**src/rtl/output_pkg.sv**
```systemverilog
// Shared types and constants for the BCD output display stage.
package output_pkg;

    typedef enum logic [1:0] {StIdle, StConv, StDone} state_e;

    localparam logic [6:0] SEG_BLANK = 7'h7F;
    localparam logic [6:0] SEG_MINUS = 7'b0111111;

    localparam int unsigned DATA_W_DEF = 8;
    localparam int unsigned DIGITS_DEF = 3;
    localparam int unsigned BCD_W      = 4 * DIGITS_DEF;

    function automatic int unsigned bcd_width(int unsigned digits);
        return 4 * digits;
    endfunction

    // True when DIGITS decimal digits can hold every DATA_W-bit magnitude.
    function automatic bit bcd_fits(int unsigned data_w, int unsigned digits);
        longint unsigned p;
        p = 1;
        for (int unsigned i = 0; i < digits; i++) begin
            if (p < 64'd1 << 60) p = p * 10;
        end
        return p >= (64'd1 << data_w);
    endfunction

endpackage

```
**src/rtl/output_bcd_display_if.sv**
```systemverilog
// Bus-side and display-side signals of the BCD output display stage.
interface output_bcd_display_if #(
    parameter int unsigned DATA_W = 8,
    parameter int unsigned DIGITS = 3
);
    wire  [DATA_W-1:0]   bus;
    logic                OI;
    logic                signed_mode;
    logic [7*DIGITS-1:0] seg;
    logic [6:0]          sign_seg;
    logic                busy;
    logic                valid;

    modport master (
        inout  bus,
        output OI, signed_mode,
        input  seg, sign_seg, busy, valid
    );

    // The display only ever reads the bus.
    modport slave (
        input  bus, OI, signed_mode,
        output seg, sign_seg, busy, valid
    );
endinterface

```
**src/rtl/bin2bcd_seq.sv**
```systemverilog
// Iterative double-dabble converter: one add-3/shift step per cycle, DATA_W steps per value.
module bin2bcd_seq
    import output_pkg::*;
#(
    parameter int unsigned DATA_W = DATA_W_DEF,
    parameter int unsigned DIGITS = DIGITS_DEF
) (
    input  logic                           clk_i,
    input  logic                           rst_i,
    input  logic                           start_i,
    input  logic [DATA_W-1:0]              mag_i,
    output logic                           busy_o,
    output logic                           done_o,
    output logic [bcd_width(DIGITS)-1:0]   bcd_o
);
    localparam int unsigned BcdW = bcd_width(DIGITS);
    localparam int unsigned CntW = $clog2(DATA_W + 1);

    logic              run_q;
    logic [CntW-1:0]   cnt_q;
    logic [BcdW-1:0]   bcd_q, bcd_adj, bcd_d;
    logic [DATA_W-1:0] mag_q, mag_d;

    always_comb begin
        bcd_adj = bcd_q;
        for (int i = 0; i < int'(DIGITS); i++) begin
            if (bcd_q[4*i +: 4] >= 4'd5) bcd_adj[4*i +: 4] = bcd_q[4*i +: 4] + 4'd3;
        end
        {bcd_d, mag_d} = {bcd_adj[BcdW-2:0], mag_q, 1'b0};
    end

    // High during the final iteration; bcd_o holds the full result after that edge.
    assign done_o = run_q && (cnt_q == CntW'(DATA_W - 1));
    assign busy_o = run_q;
    assign bcd_o  = bcd_q;

    always_ff @(posedge clk_i or posedge rst_i) begin
        if (rst_i) begin
            run_q <= 1'b0;
            cnt_q <= '0;
            bcd_q <= '0;
            mag_q <= '0;
        end else if (start_i) begin
            run_q <= 1'b1;
            cnt_q <= '0;
            bcd_q <= '0;
            mag_q <= mag_i;
        end else if (run_q) begin
            bcd_q <= bcd_d;
            mag_q <= mag_d;
            cnt_q <= cnt_q + 1'b1;
            if (done_o) run_q <= 1'b0;
        end
    end
endmodule

```
**src/rtl/seven_seg.sv**
```systemverilog
// BCD digit to active-low {g,f,e,d,c,b,a} segment decoder; non-decimal codes blank.
module seven_seg (
    input  logic [3:0] digit_i,
    output logic [6:0] seg_o
);
    always_comb begin
        case (digit_i)
            4'd0:    seg_o = 7'b1000000;
            4'd1:    seg_o = 7'b1111001;
            4'd2:    seg_o = 7'b0100100;
            4'd3:    seg_o = 7'b0110000;
            4'd4:    seg_o = 7'b0011001;
            4'd5:    seg_o = 7'b0010010;
            4'd6:    seg_o = 7'b0000010;
            4'd7:    seg_o = 7'b1111000;
            4'd8:    seg_o = 7'b0000000;
            4'd9:    seg_o = 7'b0010000;
            default: seg_o = 7'b1111111;
        endcase
    end
endmodule

```
**src/rtl/output_bcd_display.sv**
```systemverilog
// Bus-latched signed/unsigned value to seven-segment display via sequential BCD conversion.
// Define OUTPUT_LZB_EN to blank leading zero digits (units digit always shown).
module output_bcd_display
    import output_pkg::*;
#(
    parameter int unsigned DATA_W = DATA_W_DEF,
    parameter int unsigned DIGITS = DIGITS_DEF
) (
    input logic                 clk,
    input logic                 rst,
    output_bcd_display_if.slave io
);
    localparam int unsigned BcdW = bcd_width(DIGITS);

    if (!bcd_fits(DATA_W, DIGITS)) begin : g_range_chk
        $error("output_bcd_display: DIGITS too small for DATA_W");
    end

    state_e              state_q, state_d;
    logic                neg_in, neg_q, sign_q, valid_q, commit;
    logic                core_busy, core_done;
    logic [DATA_W-1:0]   mag_in;
    logic [BcdW-1:0]     core_bcd, disp_q;
    logic [7*DIGITS-1:0] seg_raw, seg_out;

    always_comb begin
        neg_in = io.signed_mode & io.bus[DATA_W-1];
        mag_in = neg_in ? -io.bus : io.bus;
    end

    bin2bcd_seq #(
        .DATA_W (DATA_W),
        .DIGITS (DIGITS)
    ) u_core (
        .clk_i   (clk),
        .rst_i   (rst),
        .start_i (io.OI),
        .mag_i   (mag_in),
        .busy_o  (core_busy),
        .done_o  (core_done),
        .bcd_o   (core_bcd)
    );

    always_ff @(posedge clk or posedge rst) begin
        if (rst) state_q <= StIdle;
        else     state_q <= state_d;
    end

    // A new load always wins: it aborts a running conversion and restarts the core.
    always_comb begin
        state_d = state_q;
        unique case (state_q)
            StIdle:  if (io.OI) state_d = StConv;
            StConv:  if (io.OI) state_d = StConv;
                     else if (core_done) state_d = StDone;
            StDone:  state_d = io.OI ? StConv : StIdle;
            default: state_d = StIdle;
        endcase
    end

    always_comb begin
        commit  = (state_q == StDone);
        io.busy = core_busy | commit;
    end

    always_ff @(posedge clk or posedge rst) begin
        if (rst) begin
            neg_q   <= 1'b0;
            sign_q  <= 1'b0;
            disp_q  <= '0;
            valid_q <= 1'b0;
        end else begin
            valid_q <= commit;
            if (commit) begin
                disp_q <= core_bcd;
                sign_q <= neg_q;
            end
            if (io.OI) neg_q <= neg_in;
        end
    end

    for (genvar i = 0; i < int'(DIGITS); i++) begin : g_digit
        seven_seg u_seg (
            .digit_i (disp_q[4*i +: 4]),
            .seg_o   (seg_raw[7*i +: 7])
        );
    end

`ifdef OUTPUT_LZB_EN
    logic lead;
`endif

    always_comb begin
        seg_out = seg_raw;
`ifdef OUTPUT_LZB_EN
        lead = 1'b1;
        for (int i = int'(DIGITS) - 1; i > 0; i--) begin
            if (lead && disp_q[4*i +: 4] == 4'd0) seg_out[7*i +: 7] = SEG_BLANK;
            else lead = 1'b0;
        end
`endif
    end

    assign io.seg      = seg_out;
    assign io.sign_seg = sign_q ? SEG_MINUS : SEG_BLANK;
    assign io.valid    = valid_q;
endmodule

```
**src/flat_wrapper.sv**
```systemverilog
// flat-port wrapper written by rule: the top's interface ports become plain ports
module output_bcd_display_flat import output_pkg::*;
#(
    parameter int unsigned DATA_W = DATA_W_DEF,
    parameter int unsigned DIGITS = DIGITS_DEF
)
  (clk, rst, io_bus, io_OI, io_signed_mode, io_seg, io_sign_seg, io_busy, io_valid);
  output_bcd_display_if #(.DATA_W(DATA_W), .DIGITS(DIGITS)) io_i ();
  input logic clk;
  input logic rst;
  input wire logic [$bits(io_i.bus)-1:0] io_bus;
  input wire logic [$bits(io_i.OI)-1:0] io_OI;
  input wire logic [$bits(io_i.signed_mode)-1:0] io_signed_mode;
  output wire logic [$bits(io_i.seg)-1:0] io_seg;
  output wire logic [$bits(io_i.sign_seg)-1:0] io_sign_seg;
  output wire logic [$bits(io_i.busy)-1:0] io_busy;
  output wire logic [$bits(io_i.valid)-1:0] io_valid;
  assign io_i.bus = io_bus;
  assign io_i.OI = io_OI;
  assign io_i.signed_mode = io_signed_mode;
  assign io_seg = io_i.seg;
  assign io_sign_seg = io_i.sign_seg;
  assign io_busy = io_i.busy;
  assign io_valid = io_i.valid;
  output_bcd_display #(.DATA_W(DATA_W), .DIGITS(DIGITS)) u_core (.clk(clk), .rst(rst), .io(io_i));
endmodule
```
**config.mk**
```make
export PLATFORM = sky130hd
export DESIGN_NAME = output_bcd_display_flat
export DESIGN_NICKNAME = d
export VERILOG_FILES = /design/src/rtl/output_pkg.sv /design/src/rtl/output_bcd_display_if.sv /design/src/rtl/bin2bcd_seq.sv /design/src/rtl/seven_seg.sv /design/src/rtl/output_bcd_display.sv /design/src/flat_wrapper.sv
export SDC_FILE = /design/constraint.sdc
export NUM_CORES = 1
export LEC_CHECK = 0
export CORE_MARGIN = 3
export CORE_UTILIZATION = 34
export CTS_BUF_LIST = sky130_fd_sc_hd__clkbuf_8
export DETAILED_ROUTE_END_ITERATION = 16
export DONT_BUFFER_PORTS = 1
export PLACE_DENSITY = 0.52
export SYNTH_ARGS = -nofsm -noshare
export SYNTH_HDL_FRONTEND = slang
export SYNTH_HIERARCHICAL = 1
export SYNTH_SLANG_ARGS = --single-unit
```
**constraint.sdc**
```tcl
create_clock -name clk -period 3.7 [get_ports clk]
set_input_delay 0.925 -clock clk [delete_from_list [all_inputs] [get_ports clk]]
set_output_delay 0.925 -clock clk [all_outputs]
set_load 0.01 [all_outputs]
```
# [After elaboration in Yosys (flattened, before gate mapping)]
# Memories as Yosys holds them, arrays and structs flattened.
# Cells that the tools add are included.
[word_totals] rom_bits=336 register_bits=42 out_inout_bits=30 latchBits=0 ramBits=0 memories=3 elab_cells=50
[classes] n_reduce_logical=4 n_shift=0 n_mux=19 div=0 addsub=5 multipliers=0 n_eq_ne=5 n_bitwise=2 magnitude_cmp=3
[memory_table] name="(name not given)" words=16 width=7 rd=1 rd_clocked_by_memory_dff=0 wr=0 line="seven_seg.sv:7" rtl="case (digit_i)"
[memory_table] name="(name not given)" words=16 width=7 rd=1 rd_clocked_by_memory_dff=0 wr=0 line="seven_seg.sv:7"
[memory_table] name="(name not given)" words=16 width=7 rd=1 rd_clocked_by_memory_dff=0 wr=0 line="seven_seg.sv:7"
[ops] op="$mux 12" n=2
[ops] op="$mux 8" n=3
[ops] op="$mux 4" n=4
[ops] op="$ge 4x3->1 const B" n=3
[ops] op="$add 4x2->4 const B" n=2
[ops] op="$neg 8->8" n=1
[ops] op="$mux 7" n=1
[ops] op="$mux 2" n=3
[ops] op="$pmux 2 s3" n=1
[ops] op="$add 4x1->4 const B" n=1
[ops] op="$eq 4x3->1 const B" n=1
[ops] op="$mux 1" n=4
[ops] op="$add 3x2->3 const B" n=1
[ops] op="$mux 3" n=1
[ops] op="$ne 3x2->1 const B" n=1
[ops] op="$eq 2x1->1 const B" n=1
[ops] op="$eq 2x2->1 const B" n=1
[ops] op="$logic_not 2->1" n=1
[ops] op="$ne 2x2->1 const B" n=1
[ops] op="$reduce_and 2->1" n=1
[ops] op="$reduce_bool 2->1" n=1
[ops] op="$and 1x1->1" n=1
[ops] op="$logic_and 1x1->1" n=1
[ops] op="$or 1x1->1" n=1

# [Longest topological paths before layout]
[depth] depth_word=5 depth_mapped=7

# [By module]
# Netlist, hierarchy kept.
[modules_own_cells] module="bin2bcd_seq" seq_area_each_um2=625.6 n_inst=1 cells_each=140 area_per_inst_um2=1355.0
[modules_own_cells] module="output_bcd_display" seq_area_each_um2=425.4 n_inst=1 cells_each=75 area_per_inst_um2=879.6
[modules_own_cells] module="seven_seg at u_core.g_digit[0].u_seg ..." seq_area_each_um2=0.0 n_inst=2 cells_each=33 area_per_inst_um2=210.2
[modules_own_cells] module="seven_seg at u_core.g_digit[1].u_seg" seq_area_each_um2=0.0 n_inst=1 cells_each=31 area_per_inst_um2=200.2

# [Worst setup path after synthesis]
# Ideal clock, no wire load.
[synth_path] path_kind="flip-flop to output port" from="register u_core.disp_q[5]" to="output port io_seg[10]" stages_incl_launch_ff=6 t_arrival_ns=1.115 n_path_buf=0 slack_ns=1.660 required_time_ns=2.775 cell_sequence="dfrtp_1 -> inv_1 -> ha_1 -> or2_1 -> a21oi_1 -> nor2_1"
[synth_via] elab_chain_len=1
[synth_lines] item="start, declared" line="output_bcd_display.sv:23" rtl="logic [BcdW-1:0] core_bcd, disp_q;"
[synth_lines] item="start signal, assigned" line="output_bcd_display.sv:75" rtl="disp_q <= core_bcd;"
[synth_lines] item="$mem_v2 16x7"
[synth_lines] item="end, declared" line="flat_wrapper.sv:14" rtl="output wire logic [$bits(io_i.seg)-1:0] io_seg;"
# No other way between the ends.

# [Worst setup path after layout]
[layout_path] from="register u_core.disp_q[1]" to="output port io_seg[4]"
# The elaborated chain is that of the path after synthesis.

==> results_dict.tcl <==
set metrics [dict create \
    rr_worst_depth 4 \
    place_hpwl_um 3540 \
    multi_input_area_sq_mm 0.001562 \
    path_max_fanout 7 \
    power_frac_seq_pct 54.5 \
    cts_tree "done" \
    synth_area_sq_mm 0.002855 \
    placed_cell_area_sq_mm 0.002845 \
    switchingPower_w 0.0002538 \
    io_buffers 0 \
    vias_per_cell 4.889 \
    grt_pass1_vias 1970 \
    cts_setup_buffers 0 \
    fill_cells 805 \
    worstHoldStart "u_core/state_q[0]" \
    numCtsBuffers 5 \
    ys_top_cells_by_count "dfrtp_1 (42), o21ai_0 (32), nor2_1 (26)" \
    cp.arrival_ps 1560 \
    clockPowerShare_pct 31.6 \
    max_cap_violations 0 \
    path_class "reg2out" \
    rsz0062_at_grt "false" \
    core_sq_mm 0.007928 \
    finalInstanceArea_sq_mm 0.002937 \
    min_path_type "reg2reg" \
    pwr-share-comb_pct 13.8 \
    ys_ff_latch 42 \
    intPower_w 0.0006847 \
    max_freq_mhz 403.2 \
    cts_sinks 42 \
    die_h_um 97.64 \
    nNetsFinal 339 \
    peakVddDrop_mv 0.1571 \
    cp-end-kind "output port" \
    clock_latency_ps 280 \
    min_period_ps 2480 \
    worstMarginPinSlew_ps 1009 \
    ys_seq_area_share_pct 36.81 \
    worstHoldPathCells 1 \
    vias 1990 \
    drtIter0Drc 74 \
    wl_per_cell_um 12.23 \
    ant_nets 0 \
    antenna_found_initial 0 \
    setup_viol 0 \
    register_area_sq_mm 0.001051 \
    synth.area.top_cells "dfrtp_1 (37%), ha_1 (10%), o21ai_0 (5.6%)" \
    die_w_um 97.64 \
    path_clk_slew_ps 80 \
    hold_end "u_core/state_q[0]" \
    finalMaxSlewViolations 0 \
    grt-ovfl-total 0 \
    drive_above_1_share_pct 9.180 \
    die_area_sq_mm 0.009534 \
    reg2reg_to "u_core/u_core/bcd_o[5]" \
    h-tree-depth 2 \
    drt_first_pass_iters 6 \
    yosysTopAreaCell "dfrtp_1" \
    power_switching_share_pct 27.05 \
    cts_hold_buf 0 \
    outcome "finished, final reports clean" \
    powerDensity_mw_per_mm2 319.6 \
    startpoint_type "register" \
    avgSynthCellArea_sq_um 9.151 \
    slew-limit-headroom_pct 32.67 \
    row_count 32 \
    gp_congestion 0.8109 \
    grt_max_degree 43 \
    cp.required_ps 2770 \
    synthFlopType "dfrtp_1" \
    leakage_nw 1.382 \
    fin_util_pct 37.04 \
    total_power_w 0.0009386 \
    async_flop_share_pct 100.0 \
    synth.yosys.warnings 6 \
    wirelength_um 4977 \
    r2r_start "u_core/u_core/busy_o" \
    post_cts_resized 0 \
    grt_pass1_wl_um 8818 \
    drcViolationCount 0 \
    post-synth-top-count-cell "dfrtp_1" \
    finClkSkew_ps 2.587 \
    r2r_slack_ps 2060 \
    synth_edf_count 0 \
    crit_start "u_core/disp_q[1]" \
    root_buffer "clkbuf_8" \
    grt_usage_pct 10.76 \
    period_share_pct 67.03 \
    clk_path_buf_depth 2 \
    initial_utilization_pct 36.02 \
    synth_top_area_share_pct 36.81 \
    ios 42 \
    antenna_cells 0 \
    finalHoldViolations 0 \
    synth_cell_type_count 47 \
    fin_setup_tns_ps 0 \
    area_delta_synth_final_pct 2.849 \
    synth_cells 312 \
]
==> layout by cell type, fill, tap and decap left out, types with 4 or more instances in the layout <==
| master | count |
|---|---|
| nand3_1 | 4 |
| nor3_1 | 4 |
| nand2b_1 | 17 |
| o21ai_0 | 32 |
| xor2_1 | 8 |
| a31oi_1 | 4 |
| inv_1 | 26 |
| mux2i_1 | 9 |
| nor2_1 | 26 |
| dfrtp_1 | 42 |
| conb_1 | 6 |
| mux2_4 | 6 |
| nand2_1 | 23 |
| ha_1 | 23 |
| clkbuf_8 | 6 |
| a21oi_1 | 20 |
| mux2_2 | 7 |
==> critical path: stages, from the launching register on <==
cell and delay, ps:
dfrtp_1 460, inv_1 130, ha_1 220, nand2_1 60
o21ai_0 70, o21ai_0 320
==> sequential cells by signal, indices dropped and copies added, names as in the netlist <==
register and flops:
u_core/neg_q 1, u_core/u_core/busy_o 1, u_core/io.valid 1, u_core/disp_q 12, u_core/u_core/bcd_o 12, u_core/state_q 2, u_core/u_core/mag_q 8, u_core/sign_q 1
u_core/u_core/cnt_q 4
==> per-stage QoR <==
step,setup WS [ps],cells,hold slack [ps]
6_report,1220,407,504.4
3_3_place_gp,1542,399,479.8
4_1_cts,1197,407,509.2
5_1_grt,1103,407,535.3
2_1_floorplan,1660,317,448.7
3_5_place_dp,1523,399,491.7
==> cells by family after synthesis <==
group | after synthesis | synth area share (%)
XOR/XNOR | 10 | 3.068
AO/OA/AOI/OAI | 71 | 14.24
buffers and inverters | 47 | 9.158
other | 1 | 0.1313
adder cells (fa/ha/maj) | 23 | 10.08
multiplexers | 22 | 9.071
flip-flops | 42 | 36.81
AND/OR/NAND/NOR | 96 | 17.44
==> how the worst max path moves through the flow <==
stage,end,slack [ps]
6_report,io_seg[4],1220
5_1_grt,io_seg[1],1100
4_1_cts,io_seg[4],1200
3_5_place_dp,io_seg[4],1520
3_3_place_gp,io_seg[10],1540
2_1_floorplan,io_seg[10],1660
==> layer usage <==
| metal | vias up | GRT usage, % | share of wire, % |
|---|---|---|---|
| met1 | 922 | 14.15 | 50 |
| met3 | 7 | 2.943 | 4.6 |
| met4 | 0 | 3.301 | 1.0 |
| li1 | 1023 | - | - |
| met2 | 38 | 17.24 | 45 |
| met5 | - | 0 | 0 |
==> cell type report <==
| type | count | share of cell area (%) |
|---|---|---|
| clock inverter | 2 | 0.2983 |
| sequential | 42 | 35.79 |
| clock buffer | 6 | 2.812 |
| tap | 102 | 4.346 |
| inverter | 26 | 3.323 |
| multi-input combinational | 228 | 53.17 |
| timing repair buffer | 1 | 0.2556 |
==> power by group through the flow <==
| stage | logic (W) | clock network [W] | registers, W |
|---|---|---|---|
| after floorplan | 0.000130 | 0 | 0.000510 |
| after global placement | 0.000130 | 0 | 0.000521 |
| after detailed placement | 0.000132 | 0 | 0.000521 |
| after CTS | 0.000133 | 0.000312 | 0.000512 |
| after global routing | 0.000151 | 0.000329 | 0.000517 |
| final | 0.000130 | 0.000297 | 0.000512 |
No activity file was read; power rests on OpenSTA's default activity.
